==> src/rtl/ro_freq_counter_if.sv <==
// Wishbone slave bus bundle for the ring-oscillator frequency counter.
interface ro_freq_counter_if;
  logic        wbs_stb_i;
  logic        wbs_cyc_i;
  logic        wbs_we_i;
  logic [3:0]  wbs_sel_i;
  logic [31:0] wbs_adr_i;
  logic [31:0] wbs_dat_i;
  logic        wbs_ack_o;
  logic [31:0] wbs_dat_o;

  modport slave (
    input  wbs_stb_i, wbs_cyc_i, wbs_we_i, wbs_sel_i, wbs_adr_i, wbs_dat_i,
    output wbs_ack_o, wbs_dat_o
  );

  modport master (
    output wbs_stb_i, wbs_cyc_i, wbs_we_i, wbs_sel_i, wbs_adr_i, wbs_dat_i,
    input  wbs_ack_o, wbs_dat_o
  );
endinterface

==> src/rtl/ro_freq_counter.sv <==
// Ring-oscillator frequency counter: selects one of N_RO oscillators, enables
// it, counts its rising edges over a programmable gate window and reports the
// result over a Wishbone slave port. Supports continuous mode, abort,
// overflow detection and a level interrupt.
module ro_freq_counter #(
  parameter int N_RO       = 16,
  parameter int CNT_W      = 24,
  parameter int GATE_W     = 20,
  parameter int SETTLE_CYC = 16,
  localparam int SEL_W     = (N_RO > 1) ? $clog2(N_RO) : 1
) (
  input  logic                 wb_clk_i,
  input  logic                 wb_rst_ni,
  ro_freq_counter_if.slave     wb,
  input  logic [N_RO-1:0]      ro_in,
  output logic                 ro_start_o,
  output logic [SEL_W-1:0]     mux_sel_o,
  output logic                 irq_o
);

  localparam int ST_W = (SETTLE_CYC > 1) ? $clog2(SETTLE_CYC + 1) : 1;
  localparam logic [GATE_W-1:0] GATE_RST = GATE_W'(1000);

  typedef enum logic [1:0] {
    S_IDLE,
    S_SETTLE,
    S_GATE,
    S_DONE
  } state_t;

  state_t state;

  // Configuration / result registers
  logic              ctrl_cont;
  logic              ctrl_ie;
  logic [SEL_W-1:0]  ctrl_sel;
  logic [GATE_W-1:0] gate_reg;
  logic [CNT_W-1:0]  count_reg;
  logic              ovf_reg;
  logic              done_reg;

  // Measurement datapath
  logic [ST_W-1:0]   settle_cnt;
  logic [GATE_W-1:0] gate_cnt;
  logic [CNT_W-1:0]  edge_cnt;
  logic              ovf_flag;

  // Input synchroniser and edge detect
  logic [N_RO-1:0]   s1, s2, s3;
  logic              ro_edge;

  // Bus decode
  logic              req;
  logic              wr;
  logic [1:0]        addr;
  logic              wr_ctrl, wr_gate, wr_status;
  logic              busy;
  logic              start_req;
  logic              abort_req;
  logic [GATE_W-1:0] gate_load;
  logic [31:0]       rdata;
  logic              unused_bits;

  assign req       = wb.wbs_stb_i & wb.wbs_cyc_i;
  assign wr        = req & wb.wbs_ack_o & wb.wbs_we_i;
  assign addr      = wb.wbs_adr_i[3:2];
  assign wr_ctrl   = wr && (addr == 2'd0);
  assign wr_gate   = wr && (addr == 2'd1);
  assign wr_status = wr && (addr == 2'd3);
  assign busy      = (state != S_IDLE);
  assign abort_req = wr_ctrl & wb.wbs_dat_i[2];
  assign start_req = wr_ctrl & wb.wbs_dat_i[0] & ~wb.wbs_dat_i[2] & ~busy;
  assign gate_load = (gate_reg == '0) ? GATE_W'(1) : gate_reg;
  assign ro_edge   = s2[mux_sel_o] & ~s3[mux_sel_o];

  assign unused_bits = ^{wb.wbs_sel_i, wb.wbs_adr_i[31:4], wb.wbs_adr_i[1:0],
                         wb.wbs_dat_i};

  // Read-data mux for the addressed register
  always_comb begin
    rdata = '0;
    case (addr)
      2'd0: begin
        rdata[1]            = ctrl_cont;
        rdata[3]            = ctrl_ie;
        rdata[8 +: SEL_W]   = ctrl_sel;
      end
      2'd1: rdata[GATE_W-1:0] = gate_reg;
      2'd2: rdata[CNT_W-1:0]  = count_reg;
      default: rdata[2:0]     = {ovf_reg, done_reg, busy};
    endcase
  end

  // Single-cycle Wishbone acknowledge with registered read data
  always_ff @(posedge wb_clk_i) begin
    if (!wb_rst_ni) begin
      wb.wbs_ack_o <= 1'b0;
      wb.wbs_dat_o <= '0;
    end else begin
      wb.wbs_ack_o <= req & ~wb.wbs_ack_o;
      wb.wbs_dat_o <= (req & ~wb.wbs_ack_o & ~wb.wbs_we_i) ? rdata : '0;
    end
  end

  // Control and gate-length register writes; SEL/GATE frozen while busy
  always_ff @(posedge wb_clk_i) begin
    if (!wb_rst_ni) begin
      ctrl_cont <= 1'b0;
      ctrl_ie   <= 1'b0;
      ctrl_sel  <= '0;
      gate_reg  <= GATE_RST;
    end else begin
      if (wr_ctrl) begin
        ctrl_cont <= wb.wbs_dat_i[1];
        ctrl_ie   <= wb.wbs_dat_i[3];
        if (!busy) ctrl_sel <= wb.wbs_dat_i[8 +: SEL_W];
      end
      if (wr_gate && !busy) gate_reg <= wb.wbs_dat_i[GATE_W-1:0];
    end
  end

  // Two-flop synchroniser plus delay flop for edge detection
  always_ff @(posedge wb_clk_i) begin
    if (!wb_rst_ni) begin
      s1 <= '0;
      s2 <= '0;
      s3 <= '0;
    end else begin
      s1 <= ro_in;
      s2 <= s1;
      s3 <= s2;
    end
  end

  // Measurement FSM, result registers, sticky DONE and interrupt
  always_ff @(posedge wb_clk_i) begin
    if (!wb_rst_ni) begin
      state      <= S_IDLE;
      ro_start_o <= 1'b0;
      mux_sel_o  <= '0;
      settle_cnt <= '0;
      gate_cnt   <= '0;
      edge_cnt   <= '0;
      ovf_flag   <= 1'b0;
      count_reg  <= '0;
      ovf_reg    <= 1'b0;
      done_reg   <= 1'b0;
      irq_o      <= 1'b0;
    end else begin
      irq_o <= done_reg & ctrl_ie;
      // W1C first so an FSM set in the same cycle overrides it
      if (wr_status && wb.wbs_dat_i[1]) done_reg <= 1'b0;
      if (abort_req) begin
        state      <= S_IDLE;
        ro_start_o <= 1'b0;
      end else begin
        case (state)
          S_IDLE: begin
            if (start_req) begin
              // SEL arrives in the same write as START, so take it from the bus
              mux_sel_o  <= wb.wbs_dat_i[8 +: SEL_W];
              gate_cnt   <= gate_load;
              settle_cnt <= ST_W'(SETTLE_CYC);
              edge_cnt   <= '0;
              ovf_flag   <= 1'b0;
              ro_start_o <= 1'b1;
              state      <= S_SETTLE;
            end
          end
          S_SETTLE: begin
            edge_cnt <= '0;
            ovf_flag <= 1'b0;
            if (settle_cnt <= ST_W'(1)) state <= S_GATE;
            else settle_cnt <= settle_cnt - ST_W'(1);
          end
          S_GATE: begin
            if (ro_edge) begin
              if (edge_cnt == '1) ovf_flag <= 1'b1;
              else edge_cnt <= edge_cnt + CNT_W'(1);
            end
            if (gate_cnt <= GATE_W'(1)) state <= S_DONE;
            else gate_cnt <= gate_cnt - GATE_W'(1);
          end
          default: begin
            count_reg <= edge_cnt;
            ovf_reg   <= ovf_flag;
            done_reg  <= 1'b1;
            if (ctrl_cont) begin
              edge_cnt <= '0;
              ovf_flag <= 1'b0;
              gate_cnt <= gate_load;
              state    <= S_GATE;
            end else begin
              ro_start_o <= 1'b0;
              state      <= S_IDLE;
            end
          end
        endcase
      end
    end
  end

endmodule

==> src/flat_wrapper.sv <==
// flat-port wrapper written by rule: the top's interface ports become plain ports
module ro_freq_counter_flat 
#(
  parameter int N_RO       = 16,
  parameter int CNT_W      = 24,
  parameter int GATE_W     = 20,
  parameter int SETTLE_CYC = 16,
  localparam int SEL_W     = (N_RO > 1) ? $clog2(N_RO) : 1
)
  (wb_clk_i, wb_rst_ni, ro_in, ro_start_o, mux_sel_o, irq_o, wb_wbs_stb_i, wb_wbs_cyc_i, wb_wbs_we_i, wb_wbs_sel_i, wb_wbs_adr_i, wb_wbs_dat_i, wb_wbs_ack_o, wb_wbs_dat_o);
  ro_freq_counter_if wb_i ();
  input  logic wb_clk_i;
  input  logic wb_rst_ni;
  input  logic [N_RO-1:0] ro_in;
  output logic ro_start_o;
  output logic [SEL_W-1:0] mux_sel_o;
  output logic irq_o;
  input wire logic [$bits(wb_i.wbs_stb_i)-1:0] wb_wbs_stb_i;
  input wire logic [$bits(wb_i.wbs_cyc_i)-1:0] wb_wbs_cyc_i;
  input wire logic [$bits(wb_i.wbs_we_i)-1:0] wb_wbs_we_i;
  input wire logic [$bits(wb_i.wbs_sel_i)-1:0] wb_wbs_sel_i;
  input wire logic [$bits(wb_i.wbs_adr_i)-1:0] wb_wbs_adr_i;
  input wire logic [$bits(wb_i.wbs_dat_i)-1:0] wb_wbs_dat_i;
  output wire logic [$bits(wb_i.wbs_ack_o)-1:0] wb_wbs_ack_o;
  output wire logic [$bits(wb_i.wbs_dat_o)-1:0] wb_wbs_dat_o;
  assign wb_i.wbs_stb_i = wb_wbs_stb_i;
  assign wb_i.wbs_cyc_i = wb_wbs_cyc_i;
  assign wb_i.wbs_we_i = wb_wbs_we_i;
  assign wb_i.wbs_sel_i = wb_wbs_sel_i;
  assign wb_i.wbs_adr_i = wb_wbs_adr_i;
  assign wb_i.wbs_dat_i = wb_wbs_dat_i;
  assign wb_wbs_ack_o = wb_i.wbs_ack_o;
  assign wb_wbs_dat_o = wb_i.wbs_dat_o;
  ro_freq_counter #(.N_RO(N_RO), .CNT_W(CNT_W), .GATE_W(GATE_W), .SETTLE_CYC(SETTLE_CYC)) u_core (.wb_clk_i(wb_clk_i), .wb_rst_ni(wb_rst_ni), .wb(wb_i), .ro_in(ro_in), .ro_start_o(ro_start_o), .mux_sel_o(mux_sel_o), .irq_o(irq_o));
endmodule
==> config.mk <==
export PLATFORM = sky130hd
export DESIGN_NAME = ro_freq_counter_flat
export DESIGN_NICKNAME = d
export VERILOG_FILES = /design/src/rtl/ro_freq_counter_if.sv /design/src/rtl/ro_freq_counter.sv /design/src/flat_wrapper.sv
export SDC_FILE = /design/constraint.sdc
export NUM_CORES = 1
export LEC_CHECK = 0
export ABC_AREA = 1
export ABC_CLOCK_PERIOD_IN_PS = 3680
export BUFFER_PORTS_ARGS = -buffer_cell sky130_fd_sc_hd__clkbuf_2
export CORE_MARGIN = 1
export CORE_UTILIZATION = 35
export CTS_BUF_LIST = sky130_fd_sc_hd__clkbuf_2 sky130_fd_sc_hd__clkbuf_4 sky130_fd_sc_hd__clkbuf_8
export CTS_CLUSTER_SIZE = 12
export DETAILED_ROUTE_END_ITERATION = 6
export HOLD_SLACK_MARGIN = 0.05
export PLACE_DENSITY_LB_ADDON = 0.05
export SLEW_MARGIN = 20
export SYNTH_ARGS = -nofsm -noshare
export SYNTH_HDL_FRONTEND = slang
export SYNTH_SLANG_ARGS = --single-unit
==> constraint.sdc <==
create_clock -name wb_clk_i -period 3.68 [get_ports wb_clk_i]
set_input_delay 0.736 -clock wb_clk_i [delete_from_list [all_inputs] [get_ports wb_clk_i]]
set_output_delay 0.736 -clock wb_clk_i [all_outputs]
set_load 0.03 [all_outputs]
=== Word level (Yosys, flattened, before mapping) ===
Index checks and enable logic that the tools add are counted.

* Flip-flop bits (word level): 191
* Input port bits: 89
* Output and inout port bits: 39
* Logic and storage cells: 131

* $add $sub $neg: 3
* Order comparisons: 3
* Equality and inequality tests: 15
* Mux-type cells: 40
* Bitwise gates (word level): 21
* Reductions and logical operators: 27

{| class="wikitable"
|+ Operator list
! cell !! count
|-
| 2-to-1 mux 24 bit || 4
|-
| 2-to-1 mux 20 bit || 4
|-
| case mux 24 bit (3 select lines) || 1
|-
| case mux 20 bit (3 select lines) || 1
|-
| adder 24 x 1 -> 24 bit, second input constant || 1
|-
| equality test 24 bit, second input constant || 1
|-
| <= comparator 20 x 1 -> 1 bit, second input constant || 1
|-
| zero test 20 bit || 1
|-
| subtractor 20 x 1 -> 20 bit, second input constant || 1
|-
| case mux 8 bit (2 select lines) || 1
|-
| case mux 1 bit (3 select lines) || 5
|-
| AND reduction 5 bit || 3
|-
| case mux 4 bit (3 select lines) || 1
|-
| AND reduction 3 bit || 4
|-
| AND 1 bit || 11
|-
| 2-to-1 mux 1 bit || 11
|-
| 2-to-1 mux 5 bit || 2
|-
| inequality test 2 x 1 -> 1 bit, second input constant || 5
|-
| inverter 1 bit || 10
|-
| case mux 5 bit (2 select lines) || 1
|-
| binary-select mux 1 bit (select 4 bit) || 2
|-
| 2-to-1 mux 2 bit || 4
|-
| inequality test 2 bit, second input constant || 4
|-
| case mux 4 bit (2 select lines) || 1
|-
| 17 further kinds || 29
|}

=== Depth between registers and ports, before layout ===
* Depth in word-level cells: 9
* Depth in mapped cells: 13

=== Least setup slack after synthesis ===
No wires, ideal clock.

* Path type: input port to flip-flop
* Start: input port wb_wbs_adr_i[2]
* End: register u_core.edge_cnt[2]
* Data arrival time: 1.983 ns
* Path slack: 1.582 ns
* Cell stages on the path: 12
* Cells stage by stage: inv_1 ha_1 inv_1 nor2_8 nand2_4 nand2_8 nor2_4 nand2_4 inv_8 buf_12 a21oi_1 nor2_1

* Longest elaborated chain between the ends: 7
* Elaborated cells between the ends (all ways): 9

{| class="wikitable"
|+ RTL lines
! element !! RTL line !! text
|-
| start, declared || flat_wrapper.sv:22 || <nowiki>input wire logic [$bits(wb_i.wbs_adr_i)-1:0] wb_wbs_adr_i;</nowiki>
|-
| zero test 2 bit (*) || ro_freq_counter.sv:67 || <nowiki>assign wr_ctrl = wr && (addr == 2'd0);</nowiki>
|-
| logical AND 1 bit (*) || ro_freq_counter.sv:67 ||
|-
| AND 1 bit (3 in series) || ro_freq_counter.sv:72 || <nowiki>assign start_req = wr_ctrl & wb.wbs_dat_i[0] & ~wb.wbs_dat_i[2] & ~busy;</nowiki>
|-
| inequality test 2 x 1 -> 1 bit (no line) || n/a ||
|-
| AND reduction 5 bit (no line) (*) || n/a ||
|-
| end signal, assigned || ro_freq_counter.sv:179 || <nowiki>else edge_cnt <= edge_cnt + CNT_W'(1);</nowiki>
|-
| end, declared || ro_freq_counter.sv:45 || <nowiki>logic [CNT_W-1:0] edge_cnt;</nowiki>
|}

Every way passes the cells marked *; elsewhere a longest branch is shown, timed or not.
A chain may end at the register's enable or synchronous reset.

=== Final worst setup path ===
* Start: register u_core.mux_sel_o[0]
* End: register u_core.edge_cnt[21]

* Longest elaborated chain between the ends: 6
* Elaborated cells between the ends (all ways): 8

{| class="wikitable"
|+ RTL lines
! element !! RTL line !! text
|-
| start, declared || ro_freq_counter.sv:17 || <nowiki>output logic [SEL_W-1:0] mux_sel_o,</nowiki>
|-
| start signal, assigned || ro_freq_counter.sv:161 || <nowiki>mux_sel_o <= wb.wbs_dat_i[8 +: SEL_W];</nowiki>
|-
| binary-select mux 1 bit (select 4 bit) || ro_freq_counter.sv:74 || <nowiki>assign ro_edge = s2[mux_sel_o] & ~s3[mux_sel_o];</nowiki>
|-
| 2-to-1 mux 1 bit (implied by the code) || ro_freq_counter.sv:74 ||
|-
| inverter 1 bit || ro_freq_counter.sv:74 ||
|-
| AND 1 bit (*) || ro_freq_counter.sv:74 ||
|-
| inequality test 2 x 1 -> 1 bit (no line) (*) || n/a ||
|-
| AND reduction 5 bit (no line) (*) || n/a ||
|}

Every way passes the cells marked *; elsewhere a longest branch is shown, timed or not. The select of a mux whose other input is x is not followed.

==> results.tsv <==
metric	value	unit
area growth from synthesis to layout	10.9	%
DR WL/cell	14.1	um
Post-Syn Instances	1225	
layout cells sized above 1	15.2	%
Vias/cell	4.60	
port bufs	73	
power per standard cell area	633	mW/mm^2
via count	7431	
Slew Limit Fails	0	
Hold Crit Depth	2	
r2r worst-path depth	11	
first-pass GRT wire length	37.1	mm
Synth Warn #	0	
total global-route track usage	18.2	%
Synth async-reset ratio	0	%
final setup skew	0.0224	ns
Die H	160	um
Crit. End Element	flop	
period utilization	62.8	%
Worst Path Required	4.09	ns
register area share after synthesis	41.9	%
post-synth top area share	41.9	%
CTS Hold Bufs	0	
Synth Area per Inst	7.14	sq um
Crit Reg-Reg Startpoint	u_core.mux_sel_o[0]	
TritonCTS Buffers	17	
most common flop cell mapped by yosys	dfxtp_1	
crit path max fanout	32	
clk_lat worst skew	0.48	ns
min-delay src	u_core.s1[0]	
Final Hold Fails	0	
Tmin final	2.31	ns
clk slew on worst S/H paths	0.11	ns
Layout Nets	1381	
hpwl dp	16.5	mm
hold slack	0.422	ns
Hold Crit Endpoint	u_core.s2[0]	
CTS Sinks	183	
count leader, synth	nand2_1	
initial drt markers	467	
Diodes inserted	0	
routability cong.	0.887	
Max Fclk	433	MHz
I/O Pins	128	
Worst setup SP type	flop	
pre-CTS setup slack	0.958	ns
main area contributors after synthesis	dfxtp_1 42%, nand2_1 12%, nor2_1 7.9%	
Cell Rows	57	
grt ovf	0	
Detailed Route WL	22.7	mm
Tightest Pin Transition	0.764	ns
CTS tree	yes	
#FFs+latches synth	183	
setup slack, reg-to-reg	1.37	ns
die area	0.0256	sq mm
setup ws final	1.37	ns
post-route DRC violation count	0	
core footprint	0.0244	sq mm
status	completed	
worst min-delay path class	reg2reg	
RSZ-0062 raised after global routing	false	
DR pass1 iterations	5	
Reg-to-Reg End	u_core.edge_cnt[21]	
CP Class	reg2reg	
max-cap violation count	0	
post-synth cell types	44	
setup TNS	0	ns
dominant cell type by area after synthesis	dfxtp_1	
Worst IR Drop VDD	297	uV
largest net degree at the start of global routing	74	
Die Width	160	um
number of post-CTS setup repair buffers	0	
Initial Util	35.8	%
root buf cell	clkbuf_8	
Slew HR	49.1	%
number of routed nets with antenna violations	0	
htree depth	4	
Leakage Power	4.28	nW
commonest cells in the netlist	278 x nand2_1, 184 x nor2_1, 183 x dfxtp_1	
crit path DAT	2.72	ns
initial antenna violation count	0	
vias in the first global route	7029	
post_cts resized	0	
Syn Std Cell Area	0.00874	sq mm
fin util	39.8	%
EDFF count, synth	0	
final setup vio count	0	
CTS max path bufs	2	
[cell type report]
| type | instances | area, sq um |
|---|---|---|
| clock inverter | 15 | 214 |
| inverter | 150 | 571 |
| multi-input combinational | 844 | 4170 |
| sequential | 183 | 3660 |
| fill | 2677 | 14700 |
| tap | 324 | 405 |
| clock buffer | 17 | 234 |
| timing repair buffer | 82 | 435 |
[power breakdown]
part	internal [mW]	switching (mW)
clock	0.543	0.919
sequential	2.23	0.285
combinational	0.731	1.43
[worst max-delay path by stage]
stage	from	to	slack [ns]	cells after the start
after floorplan	wb_wbs_adr_i[2]	u_core.edge_cnt[2]	1.58	12
after global placement	wb_wbs_adr_i[2]	u_core.edge_cnt[22]	0.98	13
after detailed placement	wb_wbs_adr_i[2]	u_core.edge_cnt[16]	0.96	13
after CTS	u_core.mux_sel_o[0]	u_core.edge_cnt[21]	1.33	11
after global routing	u_core.mux_sel_o[0]	u_core.edge_cnt[21]	1.11	11
final	u_core.mux_sel_o[0]	u_core.edge_cnt[21]	1.37	11
[per-layer routing]
metal	global-route usage (%)	share of wire (%)
met5	0	0
met4	4.63	0.94
met3	2.91	3.0
met2	30.1	46
met1	24.6	50
[critical path, cell delays in order (launching register included)]
cell	delay (ns)
dfxtp_1	0.59
inv_2	0.20
nor2_1	0.12
nand2_1	0.05
nand3_1	0.07
nand3_1	0.07
nand3_1	0.08
nand2_1	0.08
nand2_2	0.26
buf_4	0.44
nand3_2	0.13
a21oi_2	0.15
[cells in the final DEF, fill, tap and decap left out, types with 7 or more instances in the layout]
| cell type | synthesis | final |
|---|---|---|
| nand2_1 | 278 | 278 |
| nor2_1 | 184 | 184 |
| dfxtp_1 | 183 | 183 |
| inv_1 | 142 | 142 |
| a21oi_1 | 82 | 82 |
| o21ai_0 | 80 | 80 |
| nand3_1 | 74 | 74 |
| clkbuf_2 | 0 | 72 |
| nand3_2 | 25 | 25 |
| clkbuf_8 | 1 | 17 |
| ha_1 | 14 | 14 |
| a21oi_2 | 11 | 11 |
| nand3b_1 | 10 | 10 |
| buf_4 | 14 | 10 |
| o211ai_1 | 9 | 9 |
| nor2_2 | 9 | 9 |
| xor2_1 | 9 | 9 |
| clkinv_8 | 0 | 9 |
| conb_1 | 1 | 8 |
| nand2_2 | 7 | 7 |
| inv_2 | 7 | 7 |
| nor3_1 | 7 | 7 |
[metrics by stage]
step	area, sq um	instances	power [mW]
2_1_floorplan	8770	1232	4.36
3_3_place_gp	9250	1583	4.72
3_5_place_dp	9250	1583	4.73
4_1_cts	9700	1615	6.22
5_1_grt	9700	1615	6.61
6_report	9700	1615	6.14
[kinds of logic (layout without fill, tap and decap cells)]
group	count (synthesis)	in the layout	synth area share (%)
other cells	1	8	0.0429
fa+ha+maj	14	14	2.00
xor+xnor	9	9	0.902
buf+inv	205	264	10.7
compound gates	193	193	12.0
flops	183	183	41.9
simple gates	620	620	32.4
Note: power is estimated with default switching activity, not from simulation.
